File: src/rtl/nclic_pkg.sv
// nclic_pkg: types and constants shared by the n_clic tree, the preemption
// controller and their benches.
//   IntIndex    - interrupt source id (INT_AMOUNT sources)
//   IntPriority - interrupt priority (PRIORITIES values)
//   IntLevel    - running level: 0 = thread, priority p runs at level p+1
//   ctrl_state_e - request/commit state of the preemption controller
package nclic_pkg;

    localparam int INT_AMOUNT = 8;
    localparam int PRIORITIES = 4;

    typedef logic [$clog2(INT_AMOUNT)-1:0] IntIndex;
    typedef logic [$clog2(PRIORITIES)-1:0] IntPriority;
    typedef logic [$clog2(PRIORITIES):0]   IntLevel;

    typedef enum logic [1:0] {
        ST_IDLE   = 2'd0,
        ST_REQ    = 2'd1,
        ST_COMMIT = 2'd2
    } ctrl_state_e;

endpackage

File: src/rtl/nclic_level_stack.sv
// nclic_level_stack: LIFO of running levels saved on interrupt entry.
//   clk, reset - clock, synchronous active-low reset
//   push_i     - store data_i on top
//   pop_i      - discard the top entry (caller guarantees depth_o > 0)
//   push_i & pop_i together replace the top entry with data_i
//   data_i     - level to push
//   top_o      - current top entry (0 when empty)
//   depth_o    - number of stored entries
module nclic_level_stack #(
    parameter int DEPTH = nclic_pkg::PRIORITIES,
    parameter int WIDTH = $bits(nclic_pkg::IntLevel)
) (
    input  logic                         clk,
    input  logic                         reset,
    input  logic                         push_i,
    input  logic                         pop_i,
    input  logic [WIDTH-1:0]             data_i,
    output logic [WIDTH-1:0]             top_o,
    output logic [$clog2(DEPTH+1)-1:0]   depth_o
);

    localparam int CNT_W = $clog2(DEPTH + 1);

    logic [WIDTH-1:0] mem_q [DEPTH];
    logic [CNT_W-1:0] depth_q;

    always_ff @(posedge clk) begin
        if (!reset) begin
            depth_q <= '0;
            // NOTE: the entries are few and must read back as zero after reset,
            // so the storage is reset like ordinary flops rather than left as RAM.
            for (int i = 0; i < DEPTH; i++) mem_q[i] <= '0;
        end else begin
            if (push_i && !pop_i) begin
                depth_q <= depth_q + CNT_W'(1);
                for (int i = 0; i < DEPTH; i++)
                    if (depth_q == CNT_W'(i)) mem_q[i] <= data_i;
            end else if (pop_i && !push_i) begin
                depth_q <= depth_q - CNT_W'(1);
            end else if (push_i && pop_i) begin
                for (int i = 0; i < DEPTH; i++)
                    if (depth_q == CNT_W'(i + 1)) mem_q[i] <= data_i;
            end
        end
    end

    always_comb begin
        top_o = '0;
        for (int i = 0; i < DEPTH; i++)
            if (depth_q == CNT_W'(i + 1)) top_o = mem_q[i];
    end

    assign depth_o = depth_q;

    // Levels strictly increase on every push, so the stack can never overflow,
    // and the controller only pops a non-empty stack.
    always_ff @(posedge clk) begin
        if (reset) begin
            assert (!(push_i && !pop_i && depth_q == CNT_W'(DEPTH)));
            assert (!(pop_i && depth_q == '0));
        end
    end

endmodule

File: src/rtl/nclic_preempt_ctrl.sv
// nclic_preempt_ctrl: applies the running-level threshold to the n_clic tree
// winner and offers it to the core through a req/ack handshake.
//   clk, reset            - clock, synchronous active-low reset
//   i_int/i_idx/i_prio    - combinational tree winner
//   o_req/o_vec_idx/o_vec_prio - stable request offered to the core
//   i_ack                 - core takes the offered interrupt
//   i_ret                 - core returns from an interrupt (pops a level)
//   o_clr/o_clr_idx       - one-cycle pending-bit clear for the taken id
//   o_level/o_depth       - running level and nesting depth
//   o_err                 - sticky: return underflow or ack without request
module nclic_preempt_ctrl #(
    parameter type IntIndex    = nclic_pkg::IntIndex,
    parameter type IntPriority = nclic_pkg::IntPriority,
    parameter int  PRIORITIES  = nclic_pkg::PRIORITIES
) (
    input  logic                              clk,
    input  logic                              reset,
    input  logic                              i_int,
    input  IntIndex                           i_idx,
    input  IntPriority                        i_prio,
    output logic                              o_req,
    output IntIndex                           o_vec_idx,
    output IntPriority                        o_vec_prio,
    input  logic                              i_ack,
    input  logic                              i_ret,
    output logic                              o_clr,
    output IntIndex                           o_clr_idx,
    output logic [$clog2(PRIORITIES):0]       o_level,
    output logic [$clog2(PRIORITIES+1)-1:0]   o_depth,
    output logic                              o_err
);

    import nclic_pkg::*;

    localparam int LVL_W = $clog2(PRIORITIES) + 1;
    localparam int DEP_W = $clog2(PRIORITIES + 1);

    ctrl_state_e       state_q, state_d;
    IntIndex           vec_idx_q, vec_idx_d;
    IntPriority        vec_prio_q, vec_prio_d;
    logic              clr_q, clr_d;
    IntIndex           clr_idx_q, clr_idx_d;
    logic [LVL_W-1:0]  level_q, level_d;
    logic              err_q, err_d;

    logic              push, pop;
    logic [LVL_W-1:0]  push_data;
    logic [LVL_W-1:0]  stack_top;
    logic [DEP_W-1:0]  depth;
    logic              eligible;
    logic              ret_ok;

    // Priority p runs at level p+1, so it preempts only when p+1 exceeds the
    // running level; compare at level width so p+1 cannot wrap.
    assign eligible = i_int && ((LVL_W'(i_prio) + LVL_W'(1)) > level_q);
    assign ret_ok   = i_ret && (depth != '0);

    always_comb begin
        // NOTE: every signal driven here gets a default first, so no branch
        // can leave one unassigned and infer a latch.
        state_d    = state_q;
        vec_idx_d  = vec_idx_q;
        vec_prio_d = vec_prio_q;
        clr_d      = 1'b0;
        clr_idx_d  = clr_idx_q;
        level_d    = level_q;
        err_d      = err_q;
        push       = 1'b0;
        pop        = 1'b0;
        push_data  = level_q;

        if (i_ret && !ret_ok) err_d = 1'b1;
        if (i_ack && state_q != ST_REQ) err_d = 1'b1;

        if (ret_ok) begin
            pop     = 1'b1;
            level_d = stack_top;
        end

        unique case (state_q)
            ST_IDLE: begin
                if (eligible) begin
                    vec_idx_d  = i_idx;
                    vec_prio_d = i_prio;
                    state_d    = ST_REQ;
                end
            end
            ST_REQ: begin
                if (i_ack) begin
                    // Tail-chain: the popped level is pushed straight back, so
                    // the stack top and depth are left as they were.
                    push      = 1'b1;
                    push_data = ret_ok ? stack_top : level_q;
                    level_d   = LVL_W'(vec_prio_q) + LVL_W'(1);
                    clr_d     = 1'b1;
                    clr_idx_d = vec_idx_q;
                    state_d   = ST_COMMIT;
                end else if (!eligible) begin
                    state_d = ST_IDLE;
                end else if (i_prio > vec_prio_q) begin
                    vec_idx_d  = i_idx;
                    vec_prio_d = i_prio;
                end
            end
            // The tree still shows the taken source this cycle because its
            // pending bit clears only after o_clr; hold off one cycle.
            ST_COMMIT: state_d = ST_IDLE;
            default:   state_d = ST_IDLE;
        endcase
    end

    always_ff @(posedge clk) begin
        if (!reset) begin
            state_q    <= ST_IDLE;
            vec_idx_q  <= '0;
            vec_prio_q <= '0;
            clr_q      <= 1'b0;
            clr_idx_q  <= '0;
            level_q    <= '0;
            err_q      <= 1'b0;
        end else begin
            // NOTE: non-blocking assignments so every register samples the
            // pre-edge values regardless of statement order.
            state_q    <= state_d;
            vec_idx_q  <= vec_idx_d;
            vec_prio_q <= vec_prio_d;
            clr_q      <= clr_d;
            clr_idx_q  <= clr_idx_d;
            level_q    <= level_d;
            err_q      <= err_d;
        end
    end

    nclic_level_stack #(
        .DEPTH (PRIORITIES),
        .WIDTH (LVL_W)
    ) u_stack (
        .clk     (clk),
        .reset   (reset),
        .push_i  (push),
        .pop_i   (pop),
        .data_i  (push_data),
        .top_o   (stack_top),
        .depth_o (depth)
    );

    assign o_req      = (state_q == ST_REQ);
    assign o_vec_idx  = vec_idx_q;
    assign o_vec_prio = vec_prio_q;
    assign o_clr      = clr_q;
    assign o_clr_idx  = clr_idx_q;
    assign o_level    = level_q;
    assign o_depth    = depth;
    assign o_err      = err_q;

endmodule

File: config.mk
export PLATFORM = sky130hd
export DESIGN_NAME = nclic_preempt_ctrl
export DESIGN_NICKNAME = d
export VERILOG_FILES = /design/src/rtl/nclic_pkg.sv /design/src/rtl/nclic_level_stack.sv /design/src/rtl/nclic_preempt_ctrl.sv
export SDC_FILE = /design/constraint.sdc
export NUM_CORES = 1
export LEC_CHECK = 0
export CAP_MARGIN = 25
export CORE_MARGIN = 2
export CORE_UTILIZATION = 30
export CTS_BUF_LIST = sky130_fd_sc_hd__clkbuf_2
export DETAILED_ROUTE_END_ITERATION = 8
export GPL_TIMING_DRIVEN = 1
export SLEW_MARGIN = 20
export SYNTH_ARGS = -nofsm -noshare
export SYNTH_HDL_FRONTEND = slang
export SYNTH_HIERARCHICAL = 1
export SYNTH_SLANG_ARGS = --single-unit
File: constraint.sdc
create_clock -name clk -period 2.4 [get_ports clk]
set_clock_uncertainty 0.1 [all_clocks]
set_input_delay 0.24 -clock clk [delete_from_list [all_inputs] [get_ports clk]]
set_output_delay 0.24 -clock clk [all_outputs]
set_load 0.005 [all_outputs]
==> flow_summary.yaml, run 1 <==
placement:
  portBuffers: 26
  post-dp-hpwl_mm: 2.92
  dp_cells: 285
  place_congestion: 0.767
drt:
  drt-pass1-iter-count: 6
  viasPerCell: 4.82
  wl_per_cell_um: 13.1
  postRouteAntennaNets: 0
  drc_errors: 0
  wl_mm: 3.83
  drt_iter0_drc: 39
  vias: 1411
setup_path:
  cp.buffers_inverters: 2
  critical_path_class: "flip-flop to flip-flop"
  reg2reg_depth: 7
  critPathTopFamily: "compound AO/OA/AOI/OAI gates"
  crit_path_cell_trace: "buf_4 -> o31ai_4 -> inv_1 -> ha_1 -> and4bb_2 -> a22oi_1 -> o21ai_1"
  worstPathArrival_ns: 2.13
  reg2reg_to: "u_stack/mem_q[1][2]"
  timing.rr.start: "u_stack/depth_o[1]"
  slowest_stage: "dfxtp_1"
  reg2reg_slack_ns: 0.22
  critPathCaptureType: "flip-flop"
  critPathLaunchType: "flip-flop"
  worstPathRequired_ns: 2.34
  critPathMaxStageDelay_ns: 0.37
  path_max_fanout: 5
global_route:
  overflow: 0
  grt_usage: 0.129
  grt_pass1_wl_mm: 6.51
  first_global_vias: 1332
  antenna_found_initial: 0
  grt_start_max_net_pins: 26
sta:
  slew_viol_final: 0
  rsz0062_at_grt: "no"
  period_minus_slack_ns: 2.18
  period_share: 0.910
  hold_viol: 0
  slew_headroom: 0.708
  finalSetupTns_ns: 0
  tightest_slew_ns: 0.434
  setup_violations: 0
  fmax_mhz: 458
power:
  p_int_mw: 1.01
  pwr-share-seq: 0.401
  pwr-share-comb: 0.451
  peakVddDrop_mv: 0.429
  p_per_area_nw_per_um2: 720
  clockPowerShare: 0.149
  p_switching_uw: 592
  leakagePower_nw: 0.863
  switching_share: 0.369
hold_path:
  min_path_cells: 3
  hp-class: "input port to flip-flop"
  worstHoldStart: "i_idx[1]"
  whs_endpoint: "o_vec_idx[1]"
die:
  die_w_um: 81.1
  num_rows: 28
  io_pins: 27
  die_height_um: 81.1
  die_area_um2: 6570
  initial_core_util: 0.306
  design.core.area_um2: 5820
cts:
  clockBufferDepth: 2
  post_cts_buffers: 0
  path_clk_slew_ns: 0.16
  clock_sinks: 30
  cts_tree: "done"
  root_buffer: "clkbuf_2"
  cts_htree_levels: 2
  clk_latency_ns: 0.36
  numCtsBuffers: 5
finish:
  nFillCells: 612
  finalNonFillerCells: 293
  n_antenna_cell: 0
  multi_input_area_um2: 987
  nets: 243
  drive_gt1_frac: 0.138
  area_growth_pct: 24.9
  seq_area_um2: 721
synth:
  synth_edf_count: 12
  synthArstFlopShare: 0
  synth-warning-count: 6
  syn_avg_cell_area_um2: 9.90
  synth_area_leaders: "dfxtp_1 20%, edfxtp_1 20%, ha_1 11%"
  syn-cell-area_um2: 1780
  synth-main-ff-cell: "dfxtp_1"
  yosysSeqAreaShare: 0.404
  synth_top_area_frac: 0.202
  syn_inst: 180
  yosysTopAreaCell: "dfxtp_1"
  yosysUniqueCellTypes: 42
  ys_ff_latch: 30
  synth_nets: 206
flow_run:
  cap_violations: 0
status:
  status: "finished clean"
## synthesized netlist by cell type (2+ instances only)
library cell and instances:
mux2_2 3, nor2b_1 7, nand3_1 4, mux2i_1 8, nor2_1 4, o31ai_1 4
a22oi_1 2, ha_1 16, a21oi_1 8, dfxtp_1 18, nand2_1 25, and2b_1 2
o21ai_1 6, o21ai_0 2, a21boi_1 9, inv_1 11, edfxtp_1 12, o21ai_2 2
buf_2 6, a221oi_1 3, and2_1 5, a32oi_1 3
## metrics by stage
stage               cell area [um2]  setup WS (ns)   util  hold WS, ns  power (mW)
finish                         2230          0.215  0.383        0.327        1.60
global route                   2230         0.0266  0.383        0.303        1.73
CTS                            2220          0.139  0.382        0.312        1.62
detailed placement             2180         0.0544  0.376        0.350        1.37
global placement               2180         0.0611  0.376        0.348        1.37
floorplan                      1780          0.131      -        0.282        1.11
## worst reg2reg max path: stages, from the launching register on
cell	delay [ns]
dfxtp_1	0.37
buf_4	0.16
o31ai_4	0.24
inv_1	0.10
ha_1	0.18
and4bb_2	0.35
a22oi_1	0.09
o21ai_1	0.28
## registers in the layout, indices dropped and copies added (netlist names)
name	flops
u_stack/mem_q	12
o_vec_prio	2
u_stack/depth_o	3
o_level	3
o_err	1
state_q	2
o_clr_idx	3
o_clr	1
o_vec_idx	3
## layout make-up
cell class	count	share of cell area
Multi-Input combinational cell	131	0.444
Sequential cell	30	0.324
Timing Repair Buffer	37	0.154
Tap cell	75	0.0422
Inverter	12	0.0202
Clock buffer	5	0.0112
Clock inverter	3	0.00506
## repair_timing
item | 4_1_cts | 5_1_grt
endpoints found under the setup margin | 0 | 3
hold buffers | 0 | 0
resized for setup | 0 | 2
## placed cells by master (no fill, tap or decap), types with 2 or more instances in the layout
| master | Yosys | final |
|---|---|---|
| clkdlybuf4s50_1 | 0 | 26 |
| nand2_1 | 25 | 25 |
| dfxtp_1 | 18 | 18 |
| ha_1 | 16 | 14 |
| edfxtp_1 | 12 | 12 |
| inv_1 | 11 | 11 |
| buf_4 | 0 | 11 |
| a21boi_1 | 9 | 9 |
| a21oi_1 | 8 | 8 |
| mux2i_1 | 8 | 8 |
| nor2b_1 | 7 | 7 |
| o21ai_1 | 6 | 6 |
| clkbuf_2 | 0 | 5 |
| and2_1 | 5 | 5 |
| nand3_1 | 4 | 4 |
| nor2_1 | 4 | 4 |
| o31ai_1 | 4 | 4 |
| mux2_2 | 3 | 3 |
| a221oi_1 | 3 | 3 |
| a32oi_1 | 3 | 3 |
| and2b_1 | 2 | 2 |
| o21ai_0 | 2 | 2 |
| clkinv_1 | 0 | 2 |
| inv_2 | 1 | 2 |
| o21ai_2 | 2 | 2 |
| a22oi_1 | 2 | 2 |
| ha_2 | 0 | 2 |
## how the worst max path moves through the flow
stage	start	endpoint	slack (ns)	cells after the start
2_1_floorplan	u_stack/depth_o[2]	u_stack/mem_q[2][0]	0.13	9
3_3_place_gp	i_prio[1]	o_vec_idx[2]	0.06	7
3_5_place_dp	i_prio[1]	o_vec_idx[1]	0.05	7
4_1_cts	u_stack/depth_o[0]	u_stack/mem_q[1][1]	0.14	7
5_1_grt	u_stack/depth_o[0]	u_stack/mem_q[1][1]	0.03	7
6_report	u_stack/depth_o[1]	u_stack/mem_q[1][2]	0.22	7
## cell families after synthesis
| kind of cell | share of synthesized area |
|---|---|
| XOR/XNOR | 0.00983 |
| AND/OR/NAND/NOR | 0.167 |
| flip-flops | 0.404 |
| buffers and inverters | 0.0442 |
| adder cells (fa/ha/maj) | 0.112 |
| multiplexers | 0.0639 |
| AO/OA/AOI/OAI | 0.198 |
## power by group through the flow
| stage | logic [mW] | registers (mW) | clock network (mW) |
|---|---|---|---|
| finish | 0.722 | 0.642 | 0.239 |
| global route | 0.810 | 0.652 | 0.267 |
| CTS | 0.724 | 0.644 | 0.247 |
| detailed placement | 0.719 | 0.656 | 0 |
| global placement | 0.712 | 0.656 | 0 |
| floorplan | 0.445 | 0.665 | 0 |
## routing by layer
layer	routed length, um	up-vias	share of wire	track usage
li1	-	717	-	-
met1	1930	666	0.50	0.186
met2	1730	23	0.45	0.184
met3	111	5	0.029	0.0356
met4	53	0	0.014	0.0407
met5	0	-	0	0
No activity file was read; power rests on OpenSTA's default activity.
==> run 2, diff against run 1 <==
--- a/config.mk
+++ b/config.mk
@@ -11,6 +11,7 @@
 export CTS_BUF_LIST = sky130_fd_sc_hd__clkbuf_2
 export DETAILED_ROUTE_END_ITERATION = 8
 export GPL_TIMING_DRIVEN = 1
+export SETUP_SLACK_MARGIN = 0.02
 export SLEW_MARGIN = 20
 export SYNTH_ARGS = -nofsm -noshare
 export SYNTH_HDL_FRONTEND = slang
==> results of run 2 <==
No change in the layout: final DEF, timing and power equal those of run 1.
==> run 3, diff against run 2 <==
--- a/config.mk
+++ b/config.mk
@@ -6,11 +6,11 @@
 export NUM_CORES = 1
 export LEC_CHECK = 0
 export CAP_MARGIN = 25
-export CORE_MARGIN = 2
 export CORE_UTILIZATION = 30
 export CTS_BUF_LIST = sky130_fd_sc_hd__clkbuf_2
 export DETAILED_ROUTE_END_ITERATION = 8
 export GPL_TIMING_DRIVEN = 1
+export MAX_ROUTING_LAYER = met4
 export SETUP_SLACK_MARGIN = 0.02
 export SLEW_MARGIN = 20
 export SYNTH_ARGS = -nofsm -noshare
==> flow_summary.yaml, run 3 (synthesized netlist as in run 1, its figures left out) <==
status:
  status: "finished clean"
drt:
  wl_per_cell_um: 12.8
  drt_iter0_drc: 64
  drc_errors: 0
  postRouteAntennaNets: 0
  drt-pass1-iter-count: 5
  vias: 1367
  wl_mm: 3.71
  viasPerCell: 4.71
cts:
  clockBufferDepth: 2
  clock_sinks: 30
  root_buffer: "clkbuf_2"
  cts_htree_levels: 2
  post_cts_buffers: 0
  clk_latency_ns: 0.37
  cts_tree: "done"
  numCtsBuffers: 5
  path_clk_slew_ns: 0.18
setup_path:
  path_max_fanout: 7
  critPathLaunchType: "flip-flop"
  reg2reg_depth: 7
  worstPathRequired_ns: 2.35
  crit_path_cell_trace: "buf_4 -> o31ai_4 -> inv_1 -> ha_1 -> and4bb_2 -> a22oi_1 -> o21ai_1"
  timing.rr.start: "u_stack/depth_o[0]"
  reg2reg_slack_ns: 0.17
  crit_end: "u_stack/mem_q[0][2]"
  critPathCaptureType: "flip-flop"
  reg2reg_to: "u_stack/mem_q[0][2]"
  slowest_stage: "dfxtp_1"
  worstPathArrival_ns: 2.17
  critPathMaxStageDelay_ns: 0.38
  critical_path_class: "flip-flop to flip-flop"
  crit_start: "u_stack/depth_o[0]"
die:
  die_height_um: 79.1
  die_w_um: 79.1
  initial_core_util: 0.318
  num_rows: 27
  design.core.area_um2: 5610
  io_pins: 27
  die_area_um2: 6250
placement:
  place_ws_ns: 0.0234
  place_congestion: 0.761
  portBuffers: 26
  post-dp-hpwl_mm: 2.93
finish:
  nets: 243
  largest_reg_flops: 12
  largest-register: "u_stack/mem_q"
  area_growth_pct: 24.9
  drive_gt1_frac: 0.142
  final_cell_mix: "26 x clkdlybuf4s50_1, 25 x nand2_1, 17 x dfxtp_1"
  nFillCells: 586
  n_antenna_cell: 0
  final_common_cell: "clkdlybuf4s50_1"
sta:
  period_share: 0.928
  fmax_mhz: 449
  period_minus_slack_ns: 2.23
  tightest_slew_ns: 0.429
  slew_viol_final: 0
  worst_slack_ns: 0.173
  finalSetupTns_ns: 0
  setup_violations: 0
  hold_viol: 0
  slew_headroom: 0.714
  rsz0062_at_grt: "no"
global_route:
  first_global_vias: 1288
  antenna_found_initial: 0
  grt_usage: 0.133
  grt_pass1_wl_mm: 6.20
  overflow: 0
  grt_start_max_net_pins: 21
power:
  p_per_area_nw_per_um2: 721
  leakagePower_nw: 0.866
  peakVddDrop_mv: 0.337
flow_run:
  cap_violations: 0
hold_path:
  hp-class: "input port to flip-flop"
  worstHoldStart: "i_idx[1]"
-- run 3: cell types whose count changed in the layout (fill, tap and decap cells not counted) --
cell / delta
clkinv_1: -1
clkinv_2: +1
dfxtp_1: -1
dfxtp_2: +1
ha_1: +1
ha_2: -1
inv_2: -1
inv_4: +1
-- run 3: per-layer routing --
metal  global-route usage  up-vias  part of all wire
met2                0.198       26              0.45
met1                0.178      622              0.51
met5                    -        -                 0
met3               0.0207        4             0.029
li1                     -      715                 -
met4               0.0600        0             0.015
-- run 3: worst max-delay path: cells and delay by family, from the launching register on --
family | cells | cell delay (ns)
compound gates | 3 | 0.61
fa+ha+maj | 1 | 0.18
buf+inv | 2 | 0.27
flops | 1 | 0.38
simple gates | 1 | 0.38
-- run 3: how the worst min path moves through the flow --
stage,endpoint,cells past startpoint
floorplan,o_vec_idx[0],2
global placement,o_clr_idx[0],2
detailed placement,o_clr_idx[0],2
CTS,o_vec_idx[1],3
global route,o_vec_idx[1],3
finish,o_vec_idx[1],3
-- run 3: area by class of cell --
class | instances | area (um2) | share of cell area
multi-input cells | 131 | 985 | 0.443
repair buffers | 37 | 343 | 0.154
clock inverters | 3 | 15.0 | 0.00675
inverters | 12 | 45.0 | 0.0202
clock buffers | 5 | 25.0 | 0.0112
well taps | 72 | 90.1 | 0.0405
flip-flops and latches | 30 | 722 | 0.325
-- run 3: timing repair --
item | in CTS | in global routing
gates resized for setup | 0 | 2
endpoints found under the setup margin | 0 | 11
hold buffers | 0 | 0
-- run 3: metrics by stage --
| step | cell area, um2 | hold WS (ns) | total power, mW | instances | utilization |
|---|---|---|---|---|---|
| 2_1_floorplan | 1780 | 0.282 | 1.11 | 180 | - |
| 3_3_place_gp | 2180 | 0.345 | 1.36 | 282 | 0.389 |
| 3_5_place_dp | 2180 | 0.355 | 1.36 | 282 | 0.389 |
| 4_1_cts | 2220 | 0.267 | 1.62 | 290 | 0.396 |
| 5_1_grt | 2220 | 0.273 | 1.73 | 290 | 0.397 |
| 6_report | 2220 | 0.295 | 1.60 | 290 | 0.397 |
-- run 3: power by group --
part           internal (mW)  switching (mW)
clock                 0.0677           0.182
combinational          0.350           0.343
sequential             0.591          0.0693
